--- src/rtl/dmem_arbiter.sv ---
// Two-port arbiter in front of the single data_memory port.
// Port 0 is the core load/store path, port 1 the image loader, which may
// hold a bounded burst lock. Read data returns one cycle after a read grant.
module dmem_arbiter #(
  parameter int unsigned DATA_WIDTH    = 32,
  parameter int unsigned ADDRESS_WIDTH = 20,
  parameter int unsigned MAX_BURST     = 16,
  parameter int unsigned CNT_WIDTH     = 16
) (
  input  logic                     clk,
  input  logic                     rst,
  input  logic                     p0_req,
  input  logic                     p0_we,
  input  logic                     p0_be,
  input  logic [ADDRESS_WIDTH-1:0] p0_addr,
  input  logic [DATA_WIDTH-1:0]    p0_wdata,
  output logic                     p0_gnt,
  output logic                     p0_rvalid,
  output logic [DATA_WIDTH-1:0]    p0_rdata,
  output logic                     core_stall,
  input  logic                     p1_req,
  input  logic                     p1_we,
  input  logic                     p1_be,
  input  logic [ADDRESS_WIDTH-1:0] p1_addr,
  input  logic [DATA_WIDTH-1:0]    p1_wdata,
  input  logic                     p1_lock,
  output logic                     p1_gnt,
  output logic                     p1_rvalid,
  output logic [DATA_WIDTH-1:0]    p1_rdata,
  output logic [ADDRESS_WIDTH-1:0] mem_addr,
  output logic [DATA_WIDTH-1:0]    mem_wdata,
  output logic                     mem_we,
  output logic                     mem_re,
  output logic                     mem_be,
  input  logic [DATA_WIDTH-1:0]    mem_rdata,
  output logic [CNT_WIDTH-1:0]     p0_wait_cnt
);

  localparam int unsigned BW = $clog2(MAX_BURST + 1);
  localparam logic [BW-1:0] MAX_B = BW'(MAX_BURST);

  typedef enum logic {
    IDLE  = 1'b0,
    LOCK1 = 1'b1
  } state_t;

  state_t               state_q, state_d;
  logic [BW-1:0]        burst_q, burst_d;
  logic                 last_q, last_d;   // port granted most recently
  logic                 pend_q, pend_d;   // read issued last cycle
  logic                 owner_q, owner_d; // port that issued that read
  logic [CNT_WIDTH-1:0] wait_q, wait_d;
  logic                 gnt0, gnt1;

  // State registers; reset drops any in-flight read return
  always_ff @(posedge clk or negedge rst) begin
    if (!rst) begin
      state_q <= IDLE;
      burst_q <= '0;
      last_q  <= 1'b1;
      pend_q  <= 1'b0;
      owner_q <= 1'b0;
      wait_q  <= '0;
    end else begin
      state_q <= state_d;
      burst_q <= burst_d;
      last_q  <= last_d;
      pend_q  <= pend_d;
      owner_q <= owner_d;
      wait_q  <= wait_d;
    end
  end

  // Arbitration, burst lock tracking, read tracker and stall counter
  always_comb begin
    state_d = state_q;
    burst_d = burst_q;
    last_d  = last_q;
    gnt0    = 1'b0;
    gnt1    = 1'b0;
    case (state_q)
      IDLE: begin
        if (p0_req && (!p1_req || last_q)) begin
          gnt0 = 1'b1;
        end else if (p1_req) begin
          gnt1 = 1'b1;
          if (p1_lock) begin
            state_d = LOCK1;
            burst_d = BW'(1);
          end
        end
      end
      LOCK1: begin
        if (!p1_lock) begin
          state_d = IDLE;
          burst_d = '0;
        end else if (burst_q == MAX_B) begin
          // Burst exhausted: hand the next conflict to the core
          state_d = IDLE;
          burst_d = '0;
          last_d  = 1'b1;
        end else if (p1_req) begin
          gnt1    = 1'b1;
          burst_d = burst_q + BW'(1);
        end
      end
      default: state_d = IDLE;
    endcase
    if (!rst) begin
      gnt0 = 1'b0;
      gnt1 = 1'b0;
    end
    if (gnt0) begin
      last_d = 1'b0;
    end else if (gnt1) begin
      last_d = 1'b1;
    end
    pend_d  = (gnt0 & ~p0_we) | (gnt1 & ~p1_we);
    owner_d = gnt1;
    wait_d  = wait_q;
    if (core_stall && (wait_q != '1)) begin
      wait_d = wait_q + CNT_WIDTH'(1);
    end
  end

  assign p0_gnt      = gnt0;
  assign p1_gnt      = gnt1;
  assign core_stall  = p0_req & ~gnt0;
  assign p0_wait_cnt = wait_q;

  // Memory port mux driven by the granted requester
  assign mem_addr  = gnt0 ? p0_addr  : (gnt1 ? p1_addr  : '0);
  assign mem_wdata = gnt0 ? p0_wdata : (gnt1 ? p1_wdata : '0);
  assign mem_be    = (gnt0 & p0_be) | (gnt1 & p1_be);
  assign mem_we    = (gnt0 & p0_we) | (gnt1 & p1_we);
  assign mem_re    = (gnt0 & ~p0_we) | (gnt1 & ~p1_we);

  // Read return routed by the registered owner
  assign p0_rvalid = pend_q & ~owner_q;
  assign p1_rvalid = pend_q & owner_q;
  assign p0_rdata  = p0_rvalid ? mem_rdata : '0;
  assign p1_rdata  = p1_rvalid ? mem_rdata : '0;

endmodule

--- config.mk ---
export PLATFORM = sky130hd
export DESIGN_NAME = dmem_arbiter
export DESIGN_NICKNAME = d
export VERILOG_FILES = /design/src/rtl/dmem_arbiter.sv
export SDC_FILE = /design/constraint.sdc
export NUM_CORES = 1
export LEC_CHECK = 0
export CAP_MARGIN = 0
export CORE_AREA = 2 2 112 114
export DETAILED_ROUTE_END_ITERATION = 7
export DIE_AREA = 0 0 114 116
export HOLD_SLACK_MARGIN = 0.1
export PLACE_DENSITY = 0.6
export SLEW_MARGIN = 20
export SYNTH_ARGS = -nofsm -noshare
export SYNTH_HDL_FRONTEND = slang
export SYNTH_SLANG_ARGS = --single-unit
--- constraint.sdc ---
create_clock -name clk -period 3.4 [get_ports clk]
set_input_delay 1.02 -clock clk [delete_from_list [all_inputs] [get_ports clk]]
set_output_delay 1.02 -clock clk [all_outputs]
set_load 0.005 [all_outputs]
==> results.ini, run 1 <==
[place]
gp_congestion=0.8210
dp_hpwl_microns=10430
placed_cell_area_sq_um=5493
number_of_buffers_inserted_by_port_buffering=284

[finish]
layout.cells.most_common=sky130_fd_sc_hd__clkdlybuf4s50_1
design_area_sq_um=5971
area_growth_pct=149.3
fillerInstances=1179
layout_common_cells=sky130_fd_sc_hd__clkdlybuf4s50_1 (222), sky130_fd_sc_hd__a22o_1 (55), sky130_fd_sc_hd__buf_2 (40), sky130_fd_sc_hd__and2_1 (35), sky130_fd_sc_hd__and3_1 (34)
final_core_util_pct=50.13
drive_gt1_share_pct=22.50
design.final.nets=749

[pwr]
net_load_switching_power_mw=0.5118
power.leakage_nw=2.728
seq_power_share_pct=27.9
p_sw_share_pct=32.12
pwr_density_cell_nw_per_um2=266.8
power.share.clock_pct=16.9
internal_power_mw=1.081
ir_drop_uv=339.8
power_frac_comb_pct=55.1

[clock_network]
clock-sinks=25
cts_tree=done
max-clock-path-buffers=2
cts_htree_levels=1
cts-root-buf=sky130_fd_sc_hd__clkbuf_16
clk_transition_reported_paths_ns=0.07
tritoncts.num_buffers=3
insertion_delay_ns=0.26

[setup_path]
worst_path_dominant_cell_family=buffers and inverters
r2r-end=owner_q$_DFF_PN0_
cp_slowest_stage_delay_ns=0.23
ff_to_ff_start=burst_q[1]$_DFFE_PN0P_
timing.critical_path.required_ns=2.38
cell_breakdown_of_the_critical_path=buf_8 -> nand2b_4 -> a21oi_4 -> o211ai_4 -> inv_4 -> buf_12 -> buf_12 -> buf_16 -> buf_6 -> a22o_1 -> buf_2
cell_seen_most_often_among_critical_path_stages=sky130_fd_sc_hd__buf_12
crit_buf_inv=7
r2r_setup_slack_ns=1.42
timing.critical_path.fanout_max=6
cpMaxStageDelayCell=sky130_fd_sc_hd__o211ai_4
worst-setup-path-type=input port to primary output
arrival_ns=2.38
reg2reg_depth=11
timing.critical_path.depth=11
crit_path_end_kind=primary output
worstSetupStartpointType=input port

[sta]
whs_ns=0.5034
timing_max_transition_violations_final=0
timing.final.crit_share_pct=99.99
finalClockSkew_ns=0.004459
hold_violations=0
rsz0062_at_grt=yes
tightest_slew_ns=0.5740
clock.fmax_mhz=294.1
setup_viol_count_final=0
period_minus_slack_ns=3.400
slew_headroom_pct=61.48

[global_route]
grt_pass1_vias=3676
grt_antenna_before_repair=1
grt_pass1_wl_microns=21170
grt_start_max_net_pins=34
grt_overflow_total=0
track_usage_pct=20.89

[routing]
vias_per_cell=4.816
detailedRoute.firstPassIterationCount=4
avgRoutedWirePerCell_microns=19.76
dr.first_iter.drc_count=157
wl_microns=14780
drcViolationCount=0
ant_nets=0
routed-via-count=3602

[yosys]
syn_area_sq_um=2395
count_of_state_elements_after_synthesis=25
yosys.cell_types.count=48
mappedNetlistNets=424
synth.yosys.seq_area_share_pct=26.18
ys_warn_count=0
syn_area_per_cell_sq_um=8.677
syn_inst=276

[run]
max-cap-violations=0

[worst_hold_path]
hold_path_end=p0_wait_cnt[7]$_DFFE_PN0P_
worst_hold_startpoint=p0_wait_cnt[7]$_DFFE_PN0P_
hold_crit_path_type=flip-flop to flip-flop
timing.hold.worst_path_depth=1

[outcome]
result_of_the_run=complete, no violations

[die]
core_sq_um=11910
io_pins=285
die_w_microns=114
fp.dieH_microns=116
fp.dieArea_sq_um=13220
initial_utilization_pct=20.11
row_count=40

worst reg2reg max path, stage by stage, from the launching register on:
cell                       delay [ns]
sky130_fd_sc_hd__dfrtp_1         0.40
sky130_fd_sc_hd__inv_2           0.07
sky130_fd_sc_hd__ha_1            0.13
sky130_fd_sc_hd__and4bb_2        0.31
sky130_fd_sc_hd__nor3_4          0.06
sky130_fd_sc_hd__o211ai_4        0.20
sky130_fd_sc_hd__inv_4           0.08
sky130_fd_sc_hd__buf_12          0.14
sky130_fd_sc_hd__buf_12          0.13
sky130_fd_sc_hd__buf_16          0.13
sky130_fd_sc_hd__buf_8           0.11
sky130_fd_sc_hd__buf_4           0.14
synth_stat cells, drive strengths merged:
cell type	n	area, sq um
nand2b	4	25.02
nor2	2	7.510
nand2	7	26.28
nand3b	2	15.01
a31oi	1	6.260
a211oi	6	45.04
nor2b	1	6.260
nor4	2	12.51
and4bb	2	25.02
o2111ai	2	35.04
o211ai	2	20.02
and3b	1	8.760
o21bai	1	7.510
nor3	5	41.29
o31ai	1	7.510
a211o	1	8.760
xor2	13	113.9
nand3	9	45.04
o22ai	1	6.260
a21oi	9	48.80
dfstp	1	26.28
buf	12	72.57
o21ai	4	23.77
dfrtp	24	600.6
clkbuf	10	37.54
o41ai	1	8.760
inv	11	41.29
and4	2	17.52
a21boi	1	7.510
nand4	4	25.02
and3	34	212.7
a22o	55	481.7
and2	35	219.0
ha	3	37.54
xnor2	1	8.760
and2b	1	10.01
mux2i	3	30.03
mux2	2	22.52
area by class of cell:
type	instances	area (sq um)	area share, %
Clock buffer	4	78.83	1.320
Sequential cell	25	626.9	10.50
Inverter	11	43.79	0.7334
Antenna cell	1	2.502	0.04191
Tap cell	147	183.9	3.080
Multi-Input combinational cell	218	1675	28.06
Timing Repair Buffer	342	3359	56.27
what timing repair did:
action | in CTS | in global routing
pin swaps | 8 | 14
hold endpoints to repair | 0 | 0
hold buffers | 0 | 0
setup buffers | 27 | 4
endpoints found under the setup margin | 58 | 45
cloned | 10 | 0
resized for setup | 228 | 27
worst max path at each step:
stage                                to                   start  slack, ns
final                      mem_addr[12]                  p1_req     0.0004
after global routing       mem_addr[12]  burst_q[1]$_DFFE_PN0P_      -0.07
after CTS                 mem_wdata[19]                     rst    -0.0006
after detailed placement  mem_wdata[10]                  p1_req      -0.64
after global placement    mem_wdata[10]                  p1_req      -0.58
after floorplan            mem_addr[13]                  p1_req       0.45
power groups by stage:
stage                     Clock [mW]  Combinational [mW]  Sequential, mW
final                          0.270               0.878           0.445
after global routing           0.289               0.948           0.459
after CTS                      0.275               0.887           0.443
after detailed placement           0               0.786           0.447
after global placement             0               0.779           0.447
after floorplan                    0               0.256           0.438
logic make-up (layout without fill, tap and decap cells):
family | Yosys count | in the layout | synth area share [%]
xor+xnor | 14 | 14 | 5.120
compound gates | 85 | 85 | 29.52
other cells | 0 | 1 | 0
fa+ha+maj | 3 | 3 | 1.568
buf+inv | 33 | 357 | 6.322
mux | 5 | 5 | 2.194
simple gates | 111 | 111 | 29.10
flops | 25 | 25 | 26.18
flip-flops by register name, indices dropped and copies added, names as in the netlist:
name and count:
state_q 1, last_q 1, burst_q 5, owner_q 1, p0_wait_cnt 16, pend_q 1
routing by layer:
layer | up-vias | global-route usage [%] | wire length [microns]
li1 | 1695 | - | -
met1 | 1684 | 23.87 | 5520
met2 | 197 | 38.13 | 7563
met3 | 26 | 5.649 | 1239
met4 | 0 | 6.260 | 454
met5 | - | 0 | 0
per-stage QoR:
step	setup WS, ns	instances	setup TNS [ns]	total power [mW]
final	0.0003664	748	0	1.593
after global placement	-0.5775	705	-31.47	1.227
after CTS	-0.0005573	746	-0.001355	1.605
after global routing	-0.06982	747	-0.3196	1.696
after floorplan	0.4516	276	0	0.6933
after detailed placement	-0.6436	705	-35.16	1.233
Note: power is estimated with default switching activity, not from simulation.
==> run 2: changes to the inputs <==
--- a/config.mk
+++ b/config.mk
@@ -11,6 +11,7 @@
 export DIE_AREA = 0 0 114 116
 export HOLD_SLACK_MARGIN = 0.1
 export PLACE_DENSITY = 0.6
+export SKIP_LAST_GASP = 1
 export SLEW_MARGIN = 20
 export SYNTH_ARGS = -nofsm -noshare
 export SYNTH_HDL_FRONTEND = slang
==> run 2 against run 1 <==
The run now ends with setup timing left. Setup slack lost 0.0025 ns. Sequential power hardly changed. Wire length barely moved. Largest cell class unchanged. Register-to-register slack improved by 0.08 ns.
==> results.ini, run 2 (synthesized netlist as in run 1, its figures left out) <==
[place]
gp_congestion=0.8210  ; unchanged
dp_hpwl_microns=10430  ; unchanged
number_of_buffers_inserted_by_port_buffering=284  ; unchanged
placed_cell_area_sq_um=5493  ; unchanged
dpl.cell_count=705  ; unchanged

[clock_network]
cts-root-buf=sky130_fd_sc_hd__clkbuf_16
cts_tree=done
clock-sinks=25  ; unchanged
clk_transition_reported_paths_ns=0.07  ; about the same
post_cts_hold_buffer_count=0  ; unchanged
cts_htree_levels=1  ; unchanged
tritoncts.num_buffers=3  ; unchanged
max-clock-path-buffers=2  ; unchanged
insertion_delay_ns=0.26  ; about the same

[global_route]
grt_pass1_vias=3680  ; +0.11%
grtUsageMet3_pct=5.701  ; +0.052 points
globalRouteMet2Util_pct=38.21  ; +0.079 points
gr-usage-met1_pct=23.68  ; -0.19 points
track_usage_pct=20.86  ; -0.033 points
globalRoute.busiestLayer=met2
grt_overflow_total=0  ; unchanged
grt_start_max_net_pins=34  ; unchanged
grt_antenna_before_repair=1  ; unchanged
grt_pass1_wl_microns=21120  ; -0.23%

[finish]
largest_register_ff_count=16  ; unchanged
design.final.nets=749  ; unchanged
layout_common_cells=sky130_fd_sc_hd__clkdlybuf4s50_1 (222), sky130_fd_sc_hd__a22o_1 (55), sky130_fd_sc_hd__buf_2 (40), sky130_fd_sc_hd__and2_1 (35), sky130_fd_sc_hd__and3_1 (34)
fillerInstances=1183  ; +0.34%
final_core_util_pct=50.06  ; -0.063 points
stdcell_count=748  ; unchanged
area_growth_pct=149.0
drive_gt1_share_pct=22.50  ; unchanged
design_area_sq_um=5963  ; -0.13%
layout.cells.most_common=sky130_fd_sc_hd__clkdlybuf4s50_1

[setup_path]
timing.critical_path.required_ns=2.38  ; about the same
reg2reg_depth=7  ; -4
crit_path_end_kind=primary output
worst-setup-path-type=input port to primary output
timing.critical_path.fanout_max=6  ; unchanged
arrival_ns=2.38  ; about the same
worstSetupStartpointType=input port

[die]
core_sq_um=11910  ; unchanged
fp.dieH_microns=116  ; unchanged
fp.dieArea_sq_um=13220  ; unchanged
row_count=40  ; unchanged
initial_utilization_pct=20.11  ; unchanged
die_w_microns=114  ; unchanged
io_pins=285  ; unchanged

[routing]
vias_per_cell=4.785  ; -0.64%
avgRoutedWirePerCell_microns=19.75  ; about the same
dr.first_iter.drc_count=173  ; +10%
drcViolationCount=0  ; unchanged
detailedRoute.firstPassIterationCount=4  ; unchanged
routed-via-count=3579  ; -0.64%
ant_nets=0  ; unchanged
wl_microns=14780  ; about the same

[sta]
final.setup.worst_slack_ns=-0.002093  ; -0.002459 ns
hold_violations=0  ; unchanged
clock.fmax_mhz=293.9  ; about the same
period_minus_slack_ns=3.402  ; +0.002459 ns
finalClockSkew_ns=0.003979  ; -0.0004801 ns
timing_max_transition_violations_final=0  ; unchanged
timing.final.crit_share_pct=100.1  ; about the same
rsz0062_at_grt=yes
slew_headroom_pct=62.45  ; +0.97 points
setup_viol_count_final=1  ; +1
totalNegativeSetupSlack_ns=-0.002093  ; -0.002093 ns
tightest_slew_ns=0.5595  ; -0.01449 ns

[outcome]
failed_checks=setup timing
result_of_the_run=finished with violations

[worst_hold_path]
hold_crit_path_type=flip-flop to flip-flop
timing.hold.worst_path_depth=1  ; unchanged

[pwr]
power.leakage_nw=2.724  ; -0.15%
report.power.total_mw=1.593  ; about the same
ir_drop_uv=340.3  ; +0.16%
pwr_density_cell_nw_per_um2=267.1  ; about the same

[run]
max-cap-violations=0  ; unchanged

[run 2: final cells by class]
class	count	area, sq um	area share [%]
antenna	1	2.502	0.04196
clock buffer	4	78.83	1.322
inverter	11	43.79	0.7344
multi-input combinational	218	1668	27.97
sequential	25	626.9	10.51
tap	147	183.9	3.084
timing repair buffer	342	3359	56.34
[run 2: stage by stage]
stage	hold slack, ns	worst slack (ns)
CTS	0.5022	-0.02325
floorplan	0.4780	0.4516
global route	0.5219	-0.06981
global placement	0.4756	-0.5775
detailed placement	0.4890	-0.6436
finish	0.5034	-0.002093
[run 2: power breakdown]
part	total, mW	leakage [nW]	switching, mW	internal [mW]
Combinational	0.877	2.37	0.320	0.558
Clock	0.270	0.0382	0.110	0.160
Sequential	0.445	0.320	0.0829	0.362
Total	1.59	2.72	0.512	1.08
[run 2: per-layer routing]
| metal | vias up | part of all wire (%) |
|---|---|---|
| li1 | 1693 | - |
| met1 | 1669 | 38 |
| met2 | 193 | 51 |
| met3 | 24 | 7.9 |
| met4 | 0 | 3.0 |
| met5 | - | 0 |
[run 2: path summary, 6_finish.rpt]
| check | to | slack (ns) | startpoint |
|---|---|---|---|
| setup reg to reg | burst_q[3]$_DFFE_PN0P_ | 1.50 | burst_q[1]$_DFFE_PN0P_ |
| hold / removal | p0_wait_cnt[7]$_DFFE_PN0P_ | 0.50 | p0_wait_cnt[7]$_DFFE_PN0P_ |
| max in group asynchronous | last_q$_DFFE_PN1P_ | 2.20 | rst |
| hold reg to reg | p0_wait_cnt[7]$_DFFE_PN0P_ | 0.50 | p0_wait_cnt[7]$_DFFE_PN0P_ |
| setup / recovery | mem_addr[12] | -0.002 | p1_req |
| min in group asynchronous | p0_wait_cnt[4]$_DFFE_PN0P_ | 0.79 | rst |
[run 2: critical path: stages]
cell and delay, ns:
sky130_fd_sc_hd__buf_8 0.10, sky130_fd_sc_hd__nand2b_4 0.06, sky130_fd_sc_hd__a21oi_4 0.07, sky130_fd_sc_hd__o211ai_4 0.23, sky130_fd_sc_hd__inv_4 0.07, sky130_fd_sc_hd__buf_12 0.13
sky130_fd_sc_hd__buf_12 0.12, sky130_fd_sc_hd__buf_16 0.14, sky130_fd_sc_hd__buf_6 0.12, sky130_fd_sc_hd__a22o_1 0.18, sky130_fd_sc_hd__buf_2 0.12
[run 2: what timing repair did]
action | 4_1_cts | 5_1_grt
cloned | 10 | 0
pin swaps | 8 | 13
setup endpoints to repair | 58 | 46
buffers inserted | 27 | 6
gates resized for setup | 224 | 29
